File: config.mk
export PLATFORM = sky130hd
export DESIGN_NAME = muldiv_unit
export DESIGN_NICKNAME = d
export VERILOG_FILES = /design/src/rtl/muldiv_unit.sv
export SDC_FILE = /design/constraint.sdc
export NUM_CORES = 1
export LEC_CHECK = 0
export CAP_MARGIN = 40
export CORE_MARGIN = 3
export CORE_UTILIZATION = 32
export DETAILED_ROUTE_END_ITERATION = 10
export DONT_BUFFER_PORTS = 1
export MAX_ROUTING_LAYER = met4
export PLACE_DENSITY = 0.52
export SLEW_MARGIN = 20
export SYNTH_ARGS = -nofsm -noshare
export SYNTH_HDL_FRONTEND = slang
export SYNTH_SLANG_ARGS = --single-unit
File: constraint.sdc
create_clock -name clk -period 8.73 [get_ports clk]
set_clock_uncertainty 0.05 [all_clocks]
set_input_delay 1.3095 -clock clk [delete_from_list [all_inputs] [get_ports clk]]
set_output_delay 1.3095 -clock clk [all_outputs]
set_load 0.1 [all_outputs]
File: src/rtl/muldiv_unit.sv
// Iterative 32x32 MULT/MULTU/DIV/DIVU engine; result 33 cycles after the start edge, done pulse with hi/lo.
// No backpressure: start is ignored while busy, accepted again in the done cycle.
module muldiv_unit (
    input  logic        clk,
    input  logic        rst,
    input  logic        start,
    input  logic [1:0]  op,
    input  logic [31:0] a,
    input  logic [31:0] b,
    output logic        busy,
    output logic        done,
    output logic [31:0] hi,
    output logic [31:0] lo
);

    typedef enum logic [1:0] {
        IDLE = 2'd0,
        CALC = 2'd1,
        FIX  = 2'd2
    } state_t;

    state_t      state_q, state_d;
    logic [4:0]  cnt_q, cnt_d;
    logic        is_div_q, is_div_d;
    logic        neg_res_q, neg_res_d;
    logic        neg_rem_q, neg_rem_d;
    logic [31:0] a_raw_q, a_raw_d;
    logic [31:0] mag_b_q, mag_b_d;
    logic [63:0] acc_q, acc_d;
    logic [31:0] hi_q, hi_d;
    logic [31:0] lo_q, lo_d;
    logic        done_q, done_d;

    logic        in_signed, a_neg, b_neg;
    logic [31:0] mag_a_in, mag_b_in;
    logic [32:0] mul_sum;
    logic [63:0] acc_mul;
    logic [31:0] rem_lo, rem_diff, rem_next;
    logic        rem_ge;
    logic [63:0] acc_div;
    logic [63:0] prod_fix;

    assign in_signed = ~op[0];
    assign a_neg     = in_signed & a[31];
    assign b_neg     = in_signed & b[31];
    assign mag_a_in  = a_neg ? (~a + 32'd1) : a;
    assign mag_b_in  = b_neg ? (~b + 32'd1) : b;

    // Shift-add: multiplier sits in acc[31:0] and is consumed LSB first.
    assign mul_sum = {1'b0, acc_q[63:32]} + (acc_q[0] ? {1'b0, mag_b_q} : 33'd0);
    assign acc_mul = {mul_sum, acc_q[31:1]};

    // Restoring step; a set acc[63] means the shifted remainder already exceeds any divisor.
    assign rem_lo   = {acc_q[62:32], acc_q[31]};
    assign rem_diff = rem_lo - mag_b_q;
    assign rem_ge   = acc_q[63] | (rem_lo >= mag_b_q);
    assign rem_next = rem_ge ? rem_diff : rem_lo;
    assign acc_div  = {rem_next, acc_q[30:0], rem_ge};

    assign prod_fix = neg_res_q ? (~acc_q + 64'd1) : acc_q;

    always_comb begin
        state_d   = state_q;
        cnt_d     = cnt_q;
        is_div_d  = is_div_q;
        neg_res_d = neg_res_q;
        neg_rem_d = neg_rem_q;
        a_raw_d   = a_raw_q;
        mag_b_d   = mag_b_q;
        acc_d     = acc_q;
        hi_d      = hi_q;
        lo_d      = lo_q;
        done_d    = 1'b0;
        unique case (state_q)
            IDLE: begin
                if (start) begin
                    is_div_d  = op[1];
                    neg_res_d = a_neg ^ b_neg;
                    neg_rem_d = a_neg;
                    a_raw_d   = a;
                    mag_b_d   = mag_b_in;
                    acc_d     = {32'd0, mag_a_in};
                    cnt_d     = 5'd0;
                    state_d   = CALC;
                end
            end
            CALC: begin
                acc_d = is_div_q ? acc_div : acc_mul;
                cnt_d = cnt_q + 5'd1;
                if (cnt_q == 5'd31) begin
                    state_d = FIX;
                end
            end
            FIX: begin
                if (!is_div_q) begin
                    hi_d = prod_fix[63:32];
                    lo_d = prod_fix[31:0];
                end else if (mag_b_q == 32'd0) begin
                    hi_d = a_raw_q;
                    lo_d = 32'hFFFF_FFFF;
                end else begin
                    hi_d = neg_rem_q ? (~acc_q[63:32] + 32'd1) : acc_q[63:32];
                    lo_d = neg_res_q ? (~acc_q[31:0] + 32'd1) : acc_q[31:0];
                end
                done_d  = 1'b1;
                state_d = IDLE;
            end
            default: state_d = IDLE;
        endcase
    end

    always_ff @(posedge clk or negedge rst) begin
        if (!rst) begin
            state_q   <= IDLE;
            cnt_q     <= 5'd0;
            is_div_q  <= 1'b0;
            neg_res_q <= 1'b0;
            neg_rem_q <= 1'b0;
            a_raw_q   <= 32'd0;
            mag_b_q   <= 32'd0;
            acc_q     <= 64'd0;
            hi_q      <= 32'd0;
            lo_q      <= 32'd0;
            done_q    <= 1'b0;
        end else begin
            state_q   <= state_d;
            cnt_q     <= cnt_d;
            is_div_q  <= is_div_d;
            neg_res_q <= neg_res_d;
            neg_rem_q <= neg_rem_d;
            a_raw_q   <= a_raw_d;
            mag_b_q   <= mag_b_d;
            acc_q     <= acc_d;
            hi_q      <= hi_d;
            lo_q      <= lo_d;
            done_q    <= done_d;
        end
    end

    assign busy = (state_q != IDLE);
    assign done = done_q;
    assign hi   = hi_q;
    assign lo   = lo_q;

endmodule

==> metrics <==
number of global-route vias before repair=approximately 15,000; Vias=between 15,000 and 20,000; cell breakdown of the critical path=inv_1, ha_1, nor2b_1, o31a_1, o31ai_1, a211o_1, a31oi_1, a31oi_1, o31ai_1, a2111oi_0, o31a_1; last weighted congestion value of the routability-driven placer=between 0.9 and 1; Clk Tree Root Cell=sky130_fd_sc_hd__clkbuf_16; Clock Path Buffers=3; Die ar.=around 53,000 sq um; maximum number of pins on one net before global-route repair=204; number of instances resized during post-cts repair=0; proportion of power drawn by combinational gates=around three fifths; Synth Area per Inst=7.81 sq um; portion of synthesized cell area occupied by the leading cell type=31.6%; number of buffers added by the clock tree synthesis step=26; startpoint types=flop; die height=230 microns; total count of hold-check failures in the final report=0; number of design-rule violations left by the first detailed-router iteration=between 1,000 and 1,500; Post-synth EDFFs=0; Pins Over Slew Limit=0; placement row count=81; Max Cap Viol=0; leakage power of the design=7.80 nW; worst setup slack after layout=roughly 4.6 ns; I/O pin total=135; critical setup path kind=reg2reg; VDD IR-drop max=~0.28 mV; total power of the final layout=between 8 and 9 mW; Int Power=around 4.0 mW; Critical Path AT=between 4 and 5 ns; CTS H-Tree Depth=1; maximum fanout along the worst path=6; Post-Route WL=59,600 microns; upper clock frequency limit=about 240 MHz; sum of negative setup slack=0 ns; Top Family by Delay on Critical Path=compound AO/OA/AOI/OAI gates; initial core utilization=between 30% and 40%; Chip Width=~230 microns; Nets=2,216; Most used DFF post-synth=sky130_fd_sc_hd__dfrtp_1; overall global routing resource usage=22.6%; Clk pin slew, worst setup/hold paths=about 0.06 ns; Flop pwr share=24.4%; Post-Syn Nets=between 2,000 and 2,500; final antenna-violating net count=0; Post-CTS Hold Fix Bufs=0; most common cell after layout, fill and taps aside=sky130_fd_sc_hd__nand2_1; source-to-sink clock delay at the later pin of the worst-skew pair=approximately 0.56 ns; buffers inserted during post-CTS setup optimization=0; share of the clock period used by the worst path after layout=a little under half; worst path required time=between 9 and 10 ns; Area growth syn-to-layout=19.5%; Final setup violation count=0; sequential-to-total area share from yosys stat=between 30% and 40%; setup slack after placement=4.49 ns; library cell contributing the largest single delay on the critical path=sky130_fd_sc_hd__o31ai_1; total congestion overflow after global routing=0; crit path time final=4.13 ns; Cell variety after synth=81; post-detailed-route wirelength per cell=approximately 22 microns; power density cells=427 nW/um^2; switching power as a share of total power=51.8%; area of the core=49,400 sq um; Syn. warnings=0; area of the mapped netlist=16,100 sq um; antenna violations before repair=4; Worst Tran Pin Value=about 1.0 ns; Yosys reg bits=203; DRC violation count after routing=0; largest area contributor in the netlist=sky130_fd_sc_hd__dfrtp_1; First-pass DRT Iterations=6; switching component of the power=4.26 mW; sum of net half-perimeters after detailed placement=44,700 microns; cells after synthesis=about 2,100; most frequent cells in the layout=sky130_fd_sc_hd__nand2_1, sky130_fd_sc_hd__o21ai_0, sky130_fd_sc_hd__dfrtp_1; via density per instance=roughly 5.6; wire length of the first global-routing pass=between 90,000 and 100,000 microns; Clk pwr share=about 14%; unrepaired setup endpoints after global routing=false; count of buffer and inverter cells on the critical path=1; HP Class=in2async; kind of capture point of the worst setup path=flop; worst relative slew slack=between 30 and 40%; run status=finished clean; fraction of final layout cells sized beyond drive strength 1=under 10%; sink count of the clock tree=roughly 200; port bufs=0; share of flip-flops with an asynchronous set or reset after synthesis=between 90% and 100%; Critical Path Max Stage Delay=~0.63 ns; CTS tree=built; cell types with the largest area share after synthesis=sky130_fd_sc_hd__dfrtp_1, sky130_fd_sc_hd__nand2_1, sky130_fd_sc_hd__o21ai_0
synthesized netlist by cell type (10+ instances only):
master / n
sky130_fd_sc_hd__a31oi_1: 29
sky130_fd_sc_hd__inv_1: 68
sky130_fd_sc_hd__o21a_1: 19
sky130_fd_sc_hd__a211oi_1: 16
sky130_fd_sc_hd__dfrtp_1: 203
sky130_fd_sc_hd__nor2_1: 159
sky130_fd_sc_hd__ha_1: 70
sky130_fd_sc_hd__a21oi_1: 142
sky130_fd_sc_hd__o21ai_1: 10
sky130_fd_sc_hd__nor4_1: 31
sky130_fd_sc_hd__xor2_1: 61
sky130_fd_sc_hd__nand2b_1: 29
sky130_fd_sc_hd__nand2_1: 325
sky130_fd_sc_hd__xnor2_1: 108
sky130_fd_sc_hd__clkbuf_1: 126
sky130_fd_sc_hd__o211ai_1: 39
sky130_fd_sc_hd__or3_1: 24
sky130_fd_sc_hd__o41ai_1: 11
sky130_fd_sc_hd__o21ai_0: 216
sky130_fd_sc_hd__o31ai_1: 24
sky130_fd_sc_hd__o22a_1: 27
sky130_fd_sc_hd__nor3_1: 29
sky130_fd_sc_hd__nand3_1: 33
sky130_fd_sc_hd__nor2b_1: 15
sky130_fd_sc_hd__a21o_1: 25
sky130_fd_sc_hd__mux2i_1: 49
sky130_fd_sc_hd__nand4_1: 10
power groups by stage:
stage	clock network [mW]	logic, mW	registers (mW)
finish	1.13	5.08	2.00
global placement	0	4.53	2.20
CTS	1.15	4.98	2.00
floorplan	0	3.59	1.79
global route	1.20	5.59	2.06
detailed placement	0	4.96	2.02
per-stage QoR:
stage	utilization (%)	instance area (sq um)	hold WS [ns]	cells
4_1_cts	38.6	19100	0.381	2740
2_1_floorplan	-	16100	0.390	2061
5_1_grt	39.0	19200	0.378	2760
3_5_place_dp	36.8	18200	0.413	2694
3_3_place_gp	33.5	16500	0.411	2599
6_report	39.0	19200	0.408	2760
flip-flops by register name (all words and copies together), names as in the netlist:
name       count
acc_q         64
neg_rem_q      1
hi            32
state_q        2
cnt_q          5
is_div_q       1
done           1
a_raw_q       32
lo            32
neg_res_q      1
mag_b_q       32
metal layers:
metal  global-route usage, %  vias to the layer above  routed length (microns)
li1                        -                     7411                        -
met2                    34.4                      529                    26700
met3                    4.89                       82                     4490
met1                    31.2                     7505                    27400
met4                    4.48                        0                     1080
met5                       -                        -                        0
layout make-up:
cell class              count  area [sq um]
flip-flops and latches    203          5080
multi-input cells        1648         10300
diodes                      3          7.51
repair buffers            128          1930
fillers                  5046         30100
well taps                 664           831
inverters                  68           255
clock inverters             9           128
clock buffers              37           753
cells by family (layout without fill, tap and decap cells):
group	count (synthesis)	count (layout)	share of synthesized area [%]
mux	54	54	3.40
simple gates	707	707	20.1
fa+ha+maj	72	72	5.69
buf+inv	210	242	4.99
flops	203	203	31.6
xor+xnor	169	169	9.19
compound gates	646	646	25.1
other cells	0	3	0
path summary, 6_finish.rpt:
path / from / to / slack (ns) / depth (start not counted)
worst max-delay path: mag_b_q[1] / acc_q[63] / 4.60 / 11
worst min-delay path: rst / lo[8] / 0.41 / 0
worst max register to register: mag_b_q[1] / acc_q[63] / 4.60 / 11
worst min register to register: a_raw_q[8] / a_raw_q[8] / 0.43 / 2
max in group asynchronous: rst / mag_b_q[6] / 7.91 / 0
min in group clk: a_raw_q[8] / a_raw_q[8] / 0.43 / 2
Power figures use the tool's default switching activity.
